`src/rtl/ship_sprite_renderer_pkg.sv`:
```
// ship_pkg: shared screen/sprite constants, key codes and FSM state type
// for the ship sprite renderer.
package ship_pkg;
   localparam int SHIP_W   = 16;
   localparam int SHIP_H   = 8;
   localparam int SCREEN_W = 640;
   localparam int SCREEN_H = 480;
   localparam logic [7:0] KEY_LEFT  = 8'h04;
   localparam logic [7:0] KEY_RIGHT = 8'h07;
   typedef enum logic {ALIVE, HIT} ship_state_t;
endpackage

```
`src/rtl/ship_sprite_renderer_motion.sv`:
```
// ship_motion: frame-tick detect, ALIVE/HIT blink FSM and ship x position.
// Ports:
//   Clk, Reset          - pixel clock, async active-high reset
//   frame_clk           - frame level from VGA; its rising edge is the tick
//   keycode             - sampled on tick: KEY_LEFT / KEY_RIGHT move by STEP
//   hit                 - collision pulse, enters HIT from ALIVE
//   ship_x              - top-left x, clamped to [0, SCREEN_W - sprite width]
//   alive               - 1 in ALIVE, 0 in HIT
//   blink_cnt           - ticks elapsed in HIT, drives the blink
module ship_motion
   import ship_pkg::*;
#(
   parameter int SCALE_SHIFT  = 1,
   parameter int STEP         = 2,
   parameter int X_START      = 304,
   parameter int BLINK_FRAMES = 60
) (
   input  logic       Clk,
   input  logic       Reset,
   input  logic       frame_clk,
   input  logic [7:0] keycode,
   input  logic       hit,
   output logic [9:0] ship_x,
   output logic       alive,
   output logic [7:0] blink_cnt
);
   localparam logic [10:0] X_MAX = 11'(SCREEN_W - (SHIP_W << SCALE_SHIFT));
   ship_state_t r_state;
   logic        r_frame_q;
   logic [9:0]  r_ship_x;
   logic [7:0]  r_blink_cnt;
   logic        w_tick;
   logic [10:0] w_left, w_right, w_next_x;
   assign w_tick = frame_clk & ~r_frame_q;
   // 11-bit arithmetic: bit 10 of w_left flags a move past the left edge
   assign w_left   = {1'b0, r_ship_x} - 11'(STEP);
   assign w_right  = {1'b0, r_ship_x} + 11'(STEP);
   assign w_next_x = keycode == KEY_LEFT  ? (w_left[10] ? 11'd0 : w_left)
                   : keycode == KEY_RIGHT ? (w_right > X_MAX ? X_MAX : w_right)
                   : {1'b0, r_ship_x};
   assign ship_x    = r_ship_x;
   assign alive     = r_state == ALIVE;
   assign blink_cnt = r_blink_cnt;
   // A hit in ALIVE takes priority over a same-cycle tick, so no motion then
   always_ff @(posedge Clk or posedge Reset)
      if (Reset) begin
         r_frame_q   <= 1'b0;
         r_state     <= ALIVE;
         r_blink_cnt <= '0;
         r_ship_x    <= 10'(X_START);
      end else begin
         r_frame_q <= frame_clk;
         if (r_state == ALIVE) begin
            if (hit) begin
               r_state     <= HIT;
               r_blink_cnt <= '0;
            end else if (w_tick)
               r_ship_x <= 10'(w_next_x);
         end else if (w_tick) begin
            if (r_blink_cnt == 8'(BLINK_FRAMES - 1))
               r_state <= ALIVE;
            else
               r_blink_cnt <= r_blink_cnt + 8'd1;
         end
      end
endmodule

```
`src/rtl/ship_sprite_renderer.sv`:
```
// ship_sprite_renderer: per-pixel ship flag from an external 16x8 bitmap ROM,
// scaled by 2^SCALE_SHIFT, with 2-cycle lookup latency at 1 pixel/cycle.
// Ports:
//   Clk, Reset          - pixel clock, async active-high reset
//   frame_clk, keycode  - frame tick and movement key (see ship_motion)
//   hit                 - collision pulse
//   DrawX, DrawY        - current pixel
//   rom_addr, rom_data  - ROM row address out, combinational row data in
//   is_ship             - lit ship pixel for DrawX/DrawY of 2 cycles earlier
//   ship_x, ship_y      - sprite top-left
//   alive               - 1 in ALIVE, 0 in HIT
module ship_sprite_renderer
   import ship_pkg::*;
#(
   parameter int SCALE_SHIFT  = 1,
   parameter int STEP         = 2,
   parameter int X_START      = 304,
   parameter int Y_START      = 440,
   parameter int BLINK_FRAMES = 60
) (
   input  logic        Clk,
   input  logic        Reset,
   input  logic        frame_clk,
   input  logic [7:0]  keycode,
   input  logic        hit,
   input  logic [9:0]  DrawX,
   input  logic [9:0]  DrawY,
   output logic [7:0]  rom_addr,
   input  logic [15:0] rom_data,
   output logic        is_ship,
   output logic [9:0]  ship_x,
   output logic [9:0]  ship_y,
   output logic        alive
);
   localparam logic [10:0] W = 11'(SHIP_W << SCALE_SHIFT);
   localparam logic [10:0] H = 11'(SHIP_H << SCALE_SHIFT);
   logic [7:0]  w_blink_cnt;
   logic [10:0] w_dx, w_dy;
   logic        w_in_box;
   logic        r_in_box_q, r_vis_q, r_is_ship;
   logic [3:0]  r_col_q;
   logic [2:0]  r_row_q;
   ship_motion #(
      .SCALE_SHIFT(SCALE_SHIFT), .STEP(STEP), .X_START(X_START), .BLINK_FRAMES(BLINK_FRAMES)
   ) u_motion (
      .Clk(Clk), .Reset(Reset), .frame_clk(frame_clk), .keycode(keycode), .hit(hit),
      .ship_x(ship_x), .alive(alive), .blink_cnt(w_blink_cnt)
   );
   assign ship_y   = 10'(Y_START);
   // bit 10 of the offsets is the sign: pixel left of / above the sprite
   assign w_dx     = {1'b0, DrawX} - {1'b0, ship_x};
   assign w_dy     = {1'b0, DrawY} - 11'(Y_START);
   assign w_in_box = !w_dx[10] && w_dx < W && !w_dy[10] && w_dy < H;
   assign rom_addr = {5'b0, r_row_q};
   assign is_ship  = r_is_ship;
   // Stage 1 registers the row (ROM answers combinationally), stage 2 picks the column bit
   always_ff @(posedge Clk or posedge Reset)
      if (Reset) begin
         r_in_box_q <= 1'b0;
         r_vis_q    <= 1'b0;
         r_col_q    <= '0;
         r_row_q    <= '0;
         r_is_ship  <= 1'b0;
      end else begin
         r_in_box_q <= w_in_box;
         r_col_q    <= 4'(w_dx >> SCALE_SHIFT);
         r_row_q    <= 3'(w_dy >> SCALE_SHIFT);
         r_vis_q    <= alive | ~w_blink_cnt[2];
         r_is_ship  <= r_in_box_q & r_vis_q & rom_data[4'd15 - r_col_q];
      end
endmodule

```
`config.mk`:
```
export PLATFORM = sky130hd
export DESIGN_NAME = ship_sprite_renderer
export DESIGN_NICKNAME = d
export VERILOG_FILES = /design/src/rtl/ship_sprite_renderer_pkg.sv /design/src/rtl/ship_sprite_renderer_motion.sv /design/src/rtl/ship_sprite_renderer.sv
export SDC_FILE = /design/constraint.sdc
export NUM_CORES = 1
export LEC_CHECK = 0
export CAP_MARGIN = 20
export CORE_MARGIN = 3
export CORE_UTILIZATION = 41
export CTS_BUF_LIST = sky130_fd_sc_hd__clkbuf_4
export DETAILED_ROUTE_END_ITERATION = 16
export PLACE_DENSITY = 0.75
export SYNTH_ARGS = -nofsm -noshare
export SYNTH_HDL_FRONTEND = slang
export SYNTH_HIERARCHICAL = 1
export SYNTH_SLANG_ARGS = --single-unit
```
`constraint.sdc`:
```
create_clock -name Clk -period 2.34 [get_ports Clk]
set_input_delay 0.234 -clock Clk [delete_from_list [all_inputs] [get_ports Clk]]
set_output_delay 0.234 -clock Clk [all_outputs]
set_load 0.005 [all_outputs]
```
==> summary.md, run 1 <==
| Metric | Value |
|---|---|
| F_max | `428.1 MHz` |
| CTS sink cnt | `29` |
| Area grow syn2layout | `39.66%` |
| Shortest period the worst path allows | `roughly 2300 ps` |
| Max Slew Vio Count | `0` |
| Die X | `83.22 µm` |
| Mapped cell area | `around 2400 µm²` |
| Congestion Overflow GR | `0` |
| Worst Setup EP | `u_motion/ship_x[7]$_DFFE_PP0P_` |
| H-tree depth | `2` |
| Synth cell types | `58` |
| Async SR Flop Fraction | `100.0%` |
| Worst Tran Pin Value | `725.2 ps` |
| Synth area leader | `dfrtp_1` |
| Ys Warns | `6` |
| Pwr dens | `356.6 nW/µm²` |
| Clk Latency, worst-skew pair | `330 ps` |
| Number of I/O port buffers | `60` |
| Clk buf depth | `2` |
| Largest net degree at the start of global routing | `20` |
| Die ar. | `6926 µm²` |
| FF-to-FF setup slack | `4 ps` |
| Residual DRC | `0` |
| Setup ws final | `between 3 and 4 ps` |
| CTS tree | `yes` |
| Clock Skews | `5.941 ps` |
| Cells after synthesis | `about 290` |
| Seq cells post-synth | `29` |
| Reg-to-reg endpoint | `u_motion/ship_x[7]$_DFFE_PP0P_` |
| Nets | `439` |
| Vias in the first global route | `2,338` |
| Leakage power | `approximately 1.5 nW` |
| Register area share after synthesis | `29.84%` |
| Worst slack, placed | `-137.2 ps` |
| Starting Density | `a little over two fifths` |
| Total Power | `1.218 mW` |
| Num CTS Buffers | `5` |
| Most common cell in the netlist | `nor2_1` |
| Grt met1 use | `24.83%` |
| Worst Path Max Fanout | `6` |
| Busiest grt layer | `met2` |
| Via density per instance | `5.278` |
| Hpwl dp | `roughly 5000 µm` |
| ANT cells | `0` |
| First DRT Iteration DRCs | `80` |
| DR WL/cell | `13.84 µm` |
| # setup viols final | `0` |
| Die Y-Extent | `83.22 µm` |
| Num rows | `27` |
| CP Class | `reg -> reg` |
| Hold_buf cts | `0` |
| Fill count | `508` |
| Share of the synthesized area in the top cell type | `26.61%` |
| Critical path capture point type | `register` |
| Fin. Hold Viols | `0` |
| CP startpoint | `u_motion/ship_x[4]$_DFFE_PP1P_` |
| Hold WC Path Type | `in -> async` |
| EDFF count, synth | `0` |
| Max-Cap Viols | `0` |
| Initial antenna violation count | `0` |
| Avg Inst Size Synth | `8.548 µm²` |
| GP Congestion | `roughly 0.96` |
| Router iterations before antenna repair | `4` |
| Share of layout cells above drive strength 1 | `around 18%` |
| Critical Path AT | `2570 ps` |
| Critical path launch point type | `register` |
| Met3 usage | `4.861%` |
| Main area contributors after synthesis | `dfrtp_1 (27%), ha_1 (6.7%), buf_4 (4.9%)` |
| Worst-path clk slew | `roughly 100 ps` |
| Relative slew slack | `51.60%` |
| Worst vdd ir | `0.2452 mV` |
| Reg-to-Reg Start | `u_motion/ship_x[4]$_DFFE_PP1P_` |
| Ports | `78` |
| Tot GR Track Use | `18.90%` |
| First-pass GRT wire length | `10,820 µm` |
| Commonest cells in the netlist | `nor2_1 (28), dfrtp_1 (26), nand2_1 (23)` |
| Met2 GRT Util | `between 20% and 30%` |
| Worst R2R Path Depth | `8` |
| Final WL | `just over 6000 µm` |
| RSZ-0062 raised after global routing | `true` |
| Worst EP required | `approximately 2600 ps` |
| Via count | `2,375` |
| Clk root buf | `clkbuf_4` |
| Final period util | `99.83%` |
| Outcome | `complete, no violations` |
| Post-detailed-route count of antenna-violating nets | `0` |
| Core Area | `5642 µm²` |
| Synth Flop Type | `dfrtp_1` |
[critical path, cell delays in order, from the launching register on]
cell and delay (ps):
dfstp_2 580, buf_6 120, nand3_2 60, o31a_1 320, a21oi_2 140, and4bb_2 290
mux2i_4 230, or4_1 420, o311ai_1 100
[cells by family (layout without fill, tap and decap cells)]
| family | after synthesis | in the layout | synth area share (%) |
|---|---|---|---|
| simple gates | 107 | 107 | 22.21 |
| other cells | 3 | 16 | 0.4606 |
| compound gates | 64 | 64 | 17.81 |
| flops | 29 | 29 | 29.84 |
| xor+xnor | 14 | 14 | 5.015 |
| buf+inv | 45 | 124 | 9.878 |
| fa+ha+maj | 14 | 14 | 7.472 |
| mux | 10 | 10 | 7.318 |
[worst min path at each step]
stage                           start              endpoint  slack (ps)  cells after the start
finish                          Reset  r_col_q[0]$_DFF_PP0_         190                      2
floorplan                       Reset     is_ship$_DFF_PP0_          70                      1
CTS                             Reset     r_vis_q$_DFF_PP0_         200                      2
detailed placement  r_vis_q$_DFF_PP0_     is_ship$_DFF_PP0_         480                      1
global placement    r_vis_q$_DFF_PP0_     is_ship$_DFF_PP0_         460                      1
global route                    Reset  r_col_q[0]$_DFF_PP0_         220                      2
[area by class of cell]
class                           count  area [µm²]  area share (%)
Clock buffer                        5       37.54           1.099
Inverter                           21       78.83           2.309
Multi-Input combinational cell    225        1588           46.50
Timing Repair Buffer               95       870.8           25.50
Clock inverter                      3       17.52          0.5130
Sequential cell                    29       732.0           21.44
Tap cell                           72       90.09           2.638
[power breakdown]
| part | total, mW | switching [mW] | internal [mW] |
|---|---|---|---|
| Clock | 0.301 | 0.188 | 0.113 |
| Sequential | 0.620 | 0.0555 | 0.565 |
| Combinational | 0.296 | 0.120 | 0.176 |
| Total | 1.22 | 0.364 | 0.854 |
[stage by stage]
stage / utilization, % / instances / cell area (µm²) / TNS (ps) / hold WS [ps]
floorplan: - / 299 / 2496 / 0 / 74.18
global placement: 58.00 / 440 / 3272 / -378.0 / 463.7
detailed placement: 58.00 / 440 / 3272 / -493.8 / 480.7
CTS: 59.39 / 448 / 3351 / -1.400 / 201.4
global route: 60.52 / 450 / 3415 / -228.4 / 221.1
finish: 60.52 / 450 / 3415 / 0 / 194.4
[state kept, by name, summed over array words and instances (netlist names)]
register and count:
u_motion/ship_x 9, u_motion/blink_cnt 8, r_col_q 4, r_row_q 3, is_ship 1, r_in_box_q 1
r_vis_q 1, u_motion/r_frame_q 1, u_motion/r_state 1
[routing by layer]
layer  routed length (µm)  vias up
met4                  121        0
met2                 2921       75
met5                    0        -
met3                  360       11
li1                     -     1179
met1                 2826     1110
[cell usage in the layout, fill, tap and decap left out, types with 9 or more instances in the layout]
master and n:
nand3_1 11, buf_4 33, a21oi_1 13, dfrtp_1 24, ha_1 12, xnor2_1 9, nand2_1 23, nor2_1 27
o21ai_0 9, inv_1 21, conb_1 16, clkdlybuf4s50_1 60
[repair_timing]
| item | CTS | global route |
|---|---|---|
| buffers inserted | 0 | 2 |
| endpoints found under the setup margin | 7 | 9 |
| resized for setup | 6 | 13 |
| pin swaps | 1 | 7 |
Power figures use the tool's default switching activity.
==> run 2, diff against run 1 <==
CORE_UTILIZATION = 44   (was 41)
PLACE_DENSITY = 0.8   (was 0.75)
SLEW_MARGIN = 20   (was not set)
==> run 2 against run 1 <==
Against the previous run:
- non-clock buffer count fell by 3
- final area fell by 0.73%
- final cell count fell by 1.1%
- total power barely moved
- largest cell class unchanged
- clock power barely moved
- first-iteration DRC count fell by 20%
- largest power group unchanged
- sequential power barely moved
==> summary.md, run 2 (same netlist as run 1, synthesis figures left out) <==
| Metric | Value |
|---|---|
| Outcome | `complete, no violations (unchanged)` |
| Ports | `78 (unchanged)` |
| Worst R2R Path Depth | `8 (unchanged)` |
| Worst slack, placed | `-148.2 ps (was -137.2 ps)` |
| Clock power share | `24.5% (was 24.7%)` |
| Critical path capture point type | `register (unchanged)` |
| Critical path launch point type | `register (unchanged)` |
| CP peak stage delay | `580 ps (about the same)` |
| NetSw | `0.3520 mW (was 0.3635 mW)` |
| Setup ws final | `9.419 ps (was 3.906 ps)` |
| Post-detailed-route count of antenna-violating nets | `0 (unchanged)` |
| Clk root buf | `clkbuf_4 (unchanged)` |
| Die Y-Extent | `80.54 µm (was 83.22 µm)` |
| CP Class | `reg -> reg (unchanged)` |
| Starting Density | `46.68% (was 43.34%)` |
| Initial antenna violation count | `0 (unchanged)` |
| Worst-path clk slew | `100 ps (about the same)` |
| Final period util | `99.60% (was 99.83%)` |
| Fin. Hold Viols | `0 (unchanged)` |
| Max Slew Vio Count | `0 (unchanged)` |
| Number of I/O port buffers | `60 (unchanged)` |
| Leakage power | `1.432 nW (was 1.451 nW)` |
| Die X | `80.54 µm (was 83.22 µm)` |
| CP max-delay cell | `dfstp_2 (unchanged)` |
| Relative slew slack | `50.78% (was 51.60%)` |
| Commonest non-fill, non-tap cell in the layout | `clkdlybuf4s50_1 (unchanged)` |
| Pwr dens | `359.2 nW/µm² (was 356.6 nW/µm²)` |
| CTS sink cnt | `29 (unchanged)` |
| Via density per instance | `5.454 (was 5.278)` |
| Largest net degree at the start of global routing | `20 (unchanged)` |
| Hold_ws | `225.3 ps (was 194.4 ps)` |
| ANT cells | `0 (unchanged)` |
| Instance area at placement | `3239 µm² (was 3272 µm²)` |
| Crit path depth | `8 (unchanged)` |
| Crit path buf inv count | `1 (unchanged)` |
| Max-Cap Viols | `0 (unchanged)` |
| RSZ-0062 raised after global routing | `true (unchanged)` |
| Worst vdd ir | `0.2343 mV (was 0.2452 mV)` |
| Largest register FFs | `9 (unchanged)` |
| Most frequent cells in the layout | `clkdlybuf4s50_1 (60), buf_4 (31), nor2_1 (27) (was clkdlybuf4s50_1 (60), buf_4 (33), nor2_1 (27))` |
| Clk buf depth | `2 (unchanged)` |
| F_max | `429.1 MHz (was 428.1 MHz)` |
| Hold WC Path Type | `in -> async (unchanged)` |
| Seq pwr share | `51.1% (was 50.9%)` |
| Worst Tran Pin Value | `737.5 ps (was 725.2 ps)` |
| Vias in the first global route | `2,309 (was 2,338)` |
| Final WL | `6641 µm (was 6229 µm)` |
| Residual DRC | `0 (unchanged)` |
| # setup viols final | `0 (unchanged)` |
| Die ar. | `6487 µm² (was 6926 µm²)` |
| Shortest period the worst path allows | `2331 ps (was 2336 ps)` |
| Post-route cell area | `3390 µm² (was 3415 µm²)` |
| Internal power | `0.8654 mW (was 0.8541 mW)` |
| Critical Path AT | `2570 ps (about the same)` |
| Tot GR Track Use | `20.38% (was 18.90%)` |
| Share of layout cells above drive strength 1 | `16.80% (was 17.99%)` |
| Router iterations before antenna repair | `4 (unchanged)` |
| Worst Path Max Fanout | `6 (unchanged)` |
| Clock Skews | `10.08 ps (was 5.941 ps)` |
| Clk Latency, worst-skew pair | `310 ps (was 330 ps)` |
| Comb pwr share | `24.4% (was 24.3%)` |
| Total Power | `1.217 mW (was 1.218 mW)` |
| CP top delay family | `simple AND/OR/NAND/NOR gates (unchanged)` |
| GP Congestion | `0.9268 (was 0.9565)` |
| Switching Share | `28.91% (was 29.86%)` |
| H-tree depth | `2 (unchanged)` |
| Final design utilization | `64.72% (was 60.52%)` |
| Via count | `2,427 (was 2,375)` |
| First-pass GRT wire length | `10,410 µm (was 10,820 µm)` |
| Worst EP required | `2580 ps (about the same)` |
| Crit path cell chain | `buf_6 > nand3_2 > o31a_1 > a21oi_1 > and4bb_2 > mux2i_4 > or4_1 > o211ai_1 (was buf_6 > nand3_2 > o31a_1 > a21oi_2 > and4bb_2 > mux2i_4 > or4_1 > o311ai_1)` |
| CTS tree | `yes (unchanged)` |
| Hpwl dp | `5197 µm (was 4910 µm)` |
| Num rows | `26 (was 27)` |
| Congestion Overflow GR | `0 (unchanged)` |
| First DRT Iteration DRCs | `64 (was 80)` |
| Nets | `436 (was 439)` |
| Area grow syn2layout | `38.64% (was 39.66%)` |
| Num CTS Buffers | `5 (unchanged)` |
| DR WL/cell | `14.92 µm (was 13.84 µm)` |
| Hold_buf cts | `0 (unchanged)` |
| Core Area | `5238 µm² (was 5642 µm²)` |
## run 2: worst register-to-register path, delay by kind of cell, from the launching register on
kind            cells  cell delay, ps
simple gates        3             820
flops               1             580
compound gates      3             510
mux                 1             230
buf+inv             1             110
## run 2: what timing repair did
action | 4_1_cts | 5_1_grt
endpoints found under the setup margin | 5 | 10
gates resized for setup | 7 | 8
buffers inserted | 3 | 0
## run 2: power groups by stage
stage | registers [mW] | logic (mW) | clock network [mW]
6_report | 0.622 | 0.297 | 0.299
5_1_grt | 0.631 | 0.334 | 0.327
4_1_cts | 0.621 | 0.297 | 0.305
3_5_place_dp | 0.631 | 0.295 | 0
3_3_place_gp | 0.627 | 0.282 | 0
2_1_floorplan | 0.617 | 0.189 | 0
## run 2: area by class of cell
cell class,count,area (µm²)
Tap cell,70,87.58
Multi-Input combinational cell,225,1592
Fill cell,450,1848
Clock inverter,2,10.01
Timing Repair Buffer,92,844.6
Sequential cell,29,732.0
Inverter,21,78.83
Clock buffer,6,45.04
## run 2: metrics by stage
step	cells	TNS, ps
floorplan	299	0
global placement	434	-277.6
detailed placement	434	-631.8
CTS	445	0
global route	445	-442.4
finish	445	0
## run 2: final timing paths
kind	startpoint	to	slack, ps
hold reg to reg	r_vis_q$_DFF_PP0_	is_ship$_DFF_PP0_	510
min in group Clk	DrawY[2]	r_row_q[1]$_DFF_PP0_	360
setup / recovery	u_motion/ship_x[4]$_DFFE_PP1P_	u_motion/ship_x[8]$_DFFE_PP1P_	9
setup reg to reg	u_motion/ship_x[4]$_DFFE_PP1P_	u_motion/ship_x[8]$_DFFE_PP1P_	9
hold / removal	Reset	r_row_q[2]$_DFF_PP0_	230
max in group asynchronous	Reset	u_motion/ship_x[2]$_DFFE_PP0P_	1450
## run 2: per-layer routing
| layer | vias up | wire, µm | track usage (%) |
|---|---|---|---|
| li1 | 1171 | - | - |
| met1 | 1151 | 2645 | 24.08 |
| met2 | 99 | 3419 | 36.59 |
| met3 | 6 | 524 | 4.821 |
| met4 | 0 | 52 | 5.574 |
| met5 | - | 0 | 0 |
